==> src/rtl/partial_scan_harness.sv <==
// partial_scan_harness: serial stimulus/capture wrapper around a flattened partial-extract module.
// Shifts a vector in LSB-first, applies it in parallel, waits LAT edges, captures and shifts the response out.
`default_nettype none

module partial_scan_harness #(
  parameter int N_IN  = 7,
  parameter int N_OUT = 5,
  parameter int LAT   = 2
) (
  input  logic              CLK,
  input  logic              ASYNCRESET,
  input  logic              start,
  input  logic              si,
  output logic [N_IN-1:0]   pin,
  input  logic [N_OUT-1:0]  pout,
  output logic              so,
  output logic              busy,
  output logic              done
);

  localparam int MAX_IO = (N_IN > N_OUT) ? N_IN : N_OUT;
  localparam int MAXV   = (MAX_IO > LAT) ? MAX_IO : LAT;
  localparam int CW     = $clog2(MAXV + 1);

  localparam logic [CW-1:0] IN_LAST  = CW'(N_IN - 1);
  localparam logic [CW-1:0] OUT_LAST = CW'(N_OUT - 1);
  localparam logic [CW-1:0] LAT_LAST = CW'(LAT - 1);

  typedef enum logic [2:0] {
    S_IDLE      = 3'd0,
    S_SHIFT_IN  = 3'd1,
    S_APPLY     = 3'd2,
    S_SHIFT_OUT = 3'd3,
    S_DONE      = 3'd4
  } state_t;

  state_t              state;
  logic [CW-1:0]       cnt;
  // Bit 0 of the input shift register would be shifted out on the load edge
  // anyway, so only the upper N_IN-1 bits are kept; the load edge appends si.
  logic [N_IN-2:0]     in_sr;
  logic [N_OUT-1:0]    out_sr;

  always_ff @(posedge CLK or posedge ASYNCRESET) begin
    if (ASYNCRESET) begin
      state  <= S_IDLE;
      cnt    <= '0;
      in_sr  <= '0;
      out_sr <= '0;
      pin    <= '0;
      so     <= 1'b0;
      busy   <= 1'b0;
      done   <= 1'b0;
    end else begin
      case (state)
        S_IDLE: begin
          cnt  <= '0;
          so   <= 1'b0;
          done <= 1'b0;
          if (start) begin
            state <= S_SHIFT_IN;
            busy  <= 1'b1;
          end
        end

        S_SHIFT_IN: begin
          in_sr <= {si, in_sr[N_IN-2:1]};
          if (cnt == IN_LAST) begin
            pin   <= {si, in_sr};
            cnt   <= '0;
            state <= S_APPLY;
          end else begin
            cnt <= cnt + CW'(1);
          end
        end

        S_APPLY: begin
          if (cnt == LAT_LAST) begin
            out_sr <= pout;
            so     <= pout[0];
            cnt    <= '0;
            state  <= S_SHIFT_OUT;
          end else begin
            cnt <= cnt + CW'(1);
          end
        end

        // so is a registered copy of out_sr[0] while shifting out
        S_SHIFT_OUT: begin
          out_sr <= {1'b0, out_sr[N_OUT-1:1]};
          if (cnt == OUT_LAST) begin
            so    <= 1'b0;
            done  <= 1'b1;
            cnt   <= '0;
            state <= S_DONE;
          end else begin
            so  <= out_sr[1];
            cnt <= cnt + CW'(1);
          end
        end

        S_DONE: begin
          done  <= 1'b0;
          busy  <= 1'b0;
          state <= S_IDLE;
        end

        default: begin
          state <= S_IDLE;
          cnt   <= '0;
          so    <= 1'b0;
          busy  <= 1'b0;
          done  <= 1'b0;
        end
      endcase
    end
  end

endmodule

`default_nettype wire

==> config.mk <==
export PLATFORM = sky130hd
export DESIGN_NAME = partial_scan_harness
export DESIGN_NICKNAME = d
export VERILOG_FILES = /design/src/rtl/partial_scan_harness.sv
export SDC_FILE = /design/constraint.sdc
export NUM_CORES = 1
export LEC_CHECK = 0
export ABC_AREA = 1
export CAP_MARGIN = 0
export CORE_MARGIN = 2
export CORE_UTILIZATION = 24
export CTS_BUF_LIST = sky130_fd_sc_hd__clkbuf_4
export DETAILED_ROUTE_END_ITERATION = 8
export SYNTH_ARGS = -nofsm -noshare
export SYNTH_HDL_FRONTEND = slang
export SYNTH_SLANG_ARGS = --single-unit
==> constraint.sdc <==
create_clock -name CLK -period 3.9 [get_ports CLK]
set_input_delay 0.78 -clock CLK [delete_from_list [all_inputs] [get_ports CLK]]
set_output_delay 0.78 -clock CLK [all_outputs]
set_load 0.05 [all_outputs]
==> out/qor.yml, run 1 <==
routing:
  ant_nets: 0
  drc_errors: 0
  vias: 965
  wl_um: 2250
  drt-initial-drc-count: 51
  drt_pass1_iterations: 4
  wire_per_inst_um: 9.494
  routed_via_density: 4.072
job:
  cap_violations: 0
logic_synthesis:
  synth-adder-area-share_pct: 3.857
  synth_xor_area_share_pct: 0.6750
  yosys.area_share.simple_pct: 22.76
  synth_top_area_share_pct: 50.14
  syn_area_mm2: 0.001297
  synth_top_family_by_area: "simple AND/OR/NAND/NOR gates"
  yosys.area.top_type: "dfrtp_1"
  avgSynthCellArea_um2: 8.767
  synth_area_leaders: "dfrtp_1, nand2_1, o21ai_0"
  synth.distinct_cells: 25
  ys_seq_area_share_pct: 50.14
  synth_compound_area_share_pct: 14.08
  ys_warn_count: 0
  synthCells: 148
  ys_ff_latch: 26
  synth_mux_area_share_pct: 0
  syn_nets: 161
global_route:
  antenna_found_initial: 0
  grt_pass1_vias: 931
  grt_usage_pct: 8.527
  overflow: 0
  grt_max_degree: 27
  grt_pass1_wl_um: 4146
timing:
  period_minus_slack_ps: 2284
  max-slew-margin-rel_pct: 33.72
  slew_viol_final: 0
  finalClockSkew_ps: 10.55
  tightest_slew_ps: 993.0
  period_share_pct: 58.56
  rsz0062_at_grt: "no"
  hold_viol: 0
  setup_ws_ps: 1616
  tns_ps: 0
  setup_violations: 0
  fmax_mhz: 437.9
clock_network:
  htree_num_levels: 1
  post_cts_resized: 0
  cts_num_sinks: 26
  cts_hold_buf: 0
  postCtsSetupBuffers: 0
  cts_tree: "done"
  cts_buffers: 3
  cts_buffer_depth: 2
  cts_root_buf: "clkbuf_4"
  clock_latency_ps: 320
  clk_pin_slew_ps: 140
setup_path:
  cp.required_ps: 3120
  critPathKind: "reg2out"
  crit_path_max_fanout: 2
  worst_ep_arrival_time_ps: 1500
  cp_cell_sequence: "clkdlybuf4s50_1"
  critPathLaunchType: "register"
  cp_top_family: "buffers and inverters"
  endpoint_kind: "primary output"
  crit_slowest_cell: "clkdlybuf4s50_1"
  cpPeakStageDelay_ps: 800
  timing.critical_path.buf_inv: 1
run_status:
  status: "finished clean"
finish:
  n_fill_cell: 556
  layout_common_cells: "nand2_1, dfrtp_1, inv_1"
  antenna_cells: 0
  final_common_cell: "nand2_1"
  drive_gt1_share_pct: 12.57
  area_growth_pct: 20.83
  nets: 181
  final_cell_area_mm2: 0.001568
floorplan:
  initial_core_util_pct: 25.08
  io_pins: 19
  die_y_um: 77.53
  core-area_mm2: 0.005172
  dieArea_mm2: 0.006010
  rows: 26
  die_w_um: 77.53
power:
  worst_ir_drop_vdd_uv: 287.4
  power_frac_comb_pct: 52.3
  power_uw: 1173
  p_switching_uw: 555.7
  clockPowerShare_pct: 9.7
  seqPwrFrac_pct: 38.0
  p_int_uw: 617.7
  p_leak_uw: 0.0007424
  p_sw_share_pct: 47.36
  power_density_mw_per_mm2: 748.4
placement:
  gp_congestion: 0.7667
  dpl_worst_slack_ps: 1848
  place_area_mm2: 0.001541
  place_hpwl_um: 1684
  io_buffers: 18
min_path:
  hp-class: "reg2reg"
## path summary, 6_finish.rpt
check | end | depth (start not counted) | startpoint | slack, ps
max | pin[6] | 1 | pin[6] | 1620
min | in_sr[2] | 2 | in_sr[2] | 500
max reg2reg | state[1] | 8 | cnt[0] | 2430
min reg2reg | in_sr[2] | 2 | in_sr[2] | 500
max in group asynchronous | done | 2 | ASYNCRESET | 2320
min in group asynchronous | pin[6] | 2 | ASYNCRESET | 970
## worst min-delay path, delay by kind of cell (launching register included)
| kind | cells | cell delay [ps] |
|---|---|---|
| AOI/OAI and AO/OA | 1 | 60 |
| DFF | 1 | 370 |
| and+or+nand+nor | 1 | 50 |
## per-stage QoR
step           utilization [%]  hold slack [ps]  cells
5_1_grt                  30.31            522.1    237
3_3_place_gp             29.80            465.8    233
3_5_place_dp             29.80            472.4    233
4_1_cts                  30.31            507.7    237
6_report                 30.31            497.7    237
2_1_floorplan                -            453.0    148
## cell usage after synthesis
library cell and n:
o21ai_4 1, xor2_1 1, buf_6 1, nor2_2 1
nand2_2 2, buf_4 1, a21oi_1 1, inv_2 2
inv_1 21, or2_2 1, nand3_2 2, ha_1 4
o21ai_0 16, nor2_1 5, nand4_1 2, dfrtp_1 26
nand3_1 8, nand2_1 40, nand3_4 1, buf_2 1
o21ai_1 1, nor2_4 1, o21ai_2 7, o31ai_1 1
o211ai_1 1
## registers in the layout, summed over array words and instances (netlist names)
register and flops:
so 1, done 1, state 3, busy 1, out_sr 4, in_sr 6
cnt 3, pin 7
## layout make-up
type / instances / area (um^2) / share of cell area [%]
Sequential cell: 26 / 650.6 / 41.50
Multi-Input combinational cell: 96 / 536.8 / 34.24
Clock inverter: 1 / 3.754 / 0.2394
Timing Repair Buffer: 18 / 180.2 / 11.49
Inverter: 23 / 86.33 / 5.507
Tap cell: 70 / 87.58 / 5.587
Clock buffer: 3 / 22.52 / 1.437
## logic make-up after synthesis
family                   after synthesis
AO/OA/AOI/OAI                         28
XOR/XNOR                               1
adder cells (fa/ha/maj)                4
buffers and inverters                 26
flip-flops                            26
AND/OR/NAND/NOR                       63
## power by group through the flow
stage	sequential, uW	clock, uW	combinational, uW
floorplan	558	0	362
global placement	451	0	617
detailed placement	454	0	617
CTS	448	124	620
global route	462	130	690
finish	446	114	614
## routing by layer
metal	GRT usage (%)	vias to the layer above	routed length, um
li1	-	514	-
met1	10.83	435	1087
met2	13.48	12	1031
met3	1.047	4	60
met4	5.893	0	71
met5	0	-	0
Power figures use the tool's default switching activity.
==> run 2, diff against run 1 <==
clock period = 2.1 ns   (was 3.9 ns; I/O delays follow)
==> run 2 against run 1 <==
Final area grew 0.96%. Sequential share of layout area shrank 0.39 points. Via count grew 1.5%. Hold slack lost 110 ps. Die area is the same. Sequential power grew 85%. Critical endpoint is now pin[2]. Largest cell class unchanged.
==> out/qor.yml, run 2 (same netlist as run 1, synthesis figures left out) <==
timing:
  setup_ws_ps: 173.5  # -1443 ps
  setup_violations: 0  # unchanged
  fmax_mhz: 519.1
  tightest_slew_ps: 497.3  # -495.8 ps
  finalClockSkew_ps: 1.617  # -8.936 ps
  period_share_pct: 91.74
  period_minus_slack_ps: 1927
  slew_viol_final: 0  # unchanged
  rsz0062_at_grt: "no"
  tns_ps: 0  # unchanged
  max-slew-margin-rel_pct: 66.74  # +33 points
  hold_viol: 0  # unchanged
placement:
  dpl_worst_slack_ps: 537.1  # -1311 ps
  gp_congestion: 0.7947  # +3.7%
  place_hpwl_um: 1844  # +9.5%
  io_buffers: 18  # unchanged
floorplan:
  die_w_um: 77.53  # unchanged
  dieArea_mm2: 0.006010  # unchanged
  core-area_mm2: 0.005172  # unchanged
  initial_core_util_pct: 25.08  # unchanged
  io_pins: 19  # unchanged
  die_y_um: 77.53  # unchanged
  rows: 26  # unchanged
finish:
  antenna_cells: 0  # unchanged
  drive_gt1_share_pct: 13.61  # +1.0 points
  area_growth_pct: 21.99
  largest_reg_flops: 7  # unchanged
  nets: 183  # +1.1%
  top_register: "pin"
  top_regs: "pin x7, in_sr x6, out_sr x4"
  final_common_cell: "nand2_1"
  layout_common_cells: "nand2_1, dfrtp_1, inv_1"
  n_fill_cell: 536  # -3.6%
  fin_util_pct: 30.60  # +0.29 points
power:
  p_leak_uw: 0.0007520  # +1.3%
  power_uw: 2197  # +87%
  power_density_mw_per_mm2: 1388  # +85%
  worst_ir_drop_vdd_uv: 447.7  # +56%
setup_path:
  cp_top_family: "buffers and inverters"
  endpoint_kind: "primary output"
  worst_ep_arrival_time_ps: 1510  # about the same
  timing.critical_path.buf_inv: 1  # unchanged
  cp_cell_sequence: "clkdlybuf4s50_1"
  crit_cells: 1  # unchanged
  critPathKind: "reg2out"
  crit_path_max_fanout: 2  # unchanged
  r2r_slack_ps: 650  # -1780 ps
  cpPeakStageDelay_ps: 800  # about the same
  cp.required_ps: 1680  # -1440 ps
  critPathLaunchType: "register"
  ff2ff_path_depth: 6  # -2
  crit_slowest_cell: "clkdlybuf4s50_1"
clock_network:
  cts_buffer_depth: 2  # unchanged
  cts_tree: "done"
  cts_hold_buf: 0  # unchanged
  cts_root_buf: "clkbuf_4"
  htree_num_levels: 1  # unchanged
  clk_pin_slew_ps: 140  # about the same
  post_cts_resized: 0  # unchanged
  clock_latency_ps: 320  # about the same
  cts_num_sinks: 26  # unchanged
  cts_buffers: 3  # unchanged
  postCtsSetupBuffers: 0  # unchanged
global_route:
  grt_pass1_vias: 1001  # +7.5%
  grt_max_degree: 16  # -41%
  overflow: 0  # unchanged
  grt_pass1_wl_um: 4347  # +4.8%
  antenna_found_initial: 0  # unchanged
  grt_usage_pct: 8.961  # +0.43 points
routing:
  ant_nets: 0  # unchanged
  vias: 979  # +1.5%
  routed_via_density: 4.096  # +0.60%
  wire_per_inst_um: 10.01  # +5.4%
  drc_errors: 0  # unchanged
  wl_um: 2392  # +6.3%
  drt_pass1_iterations: 4  # unchanged
  drt-initial-drc-count: 60  # +18%
run_status:
  status: "finished clean"
min_path:
  hp-class: "in2async"
job:
  cap_violations: 0  # unchanged
[run 2: stage by stage]
stage                     area (um^2)  hold slack (ps)  instances
after floorplan                  1297            453.0        148
after global placement           1556            466.2        235
after detailed placement         1556            470.3        235
after CTS                        1583            378.4        239
after global routing             1583            416.2        239
final                            1583            388.7        239
[run 2: path summary, 6_finish.rpt]
path                                 start       end
worst max-delay path                pin[2]    pin[2]
worst min-delay path            ASYNCRESET    pin[6]
worst max register to register    state[1]    pin[2]
worst min register to register      pin[4]    pin[4]
max in group asynchronous       ASYNCRESET  state[1]
min in group CLK                    pin[4]    pin[4]
[run 2: area by class of cell]
| type | instances | area, um^2 | share of cell area [%] |
|---|---|---|---|
| clock buffer | 3 | 22.52 | 1.423 |
| clock inverter | 1 | 3.754 | 0.2372 |
| inverter | 23 | 86.33 | 5.455 |
| multi-input combinational | 96 | 536.8 | 33.91 |
| sequential | 26 | 650.6 | 41.11 |
| tap | 70 | 87.58 | 5.534 |
| timing repair buffer | 20 | 195.2 | 12.33 |
[run 2: power by group]
part	switching [uW]	total [uW]	leakage (uW)	internal, uW
sequential	130	826	0.000333	696
combinational	768	1150	0.000404	383
clock	151	221	0.0000154	69.6
[run 2: metal layers]
layer,wire (um),part of all wire [%],GRT usage [%],up-vias
li1,-,-,-,512
met1,1165,49,11.60,458
met2,1148,48,14.61,7
met3,34,1.4,0.8140,2
met4,44,1.8,5.179,0
met5,0,0,0,-
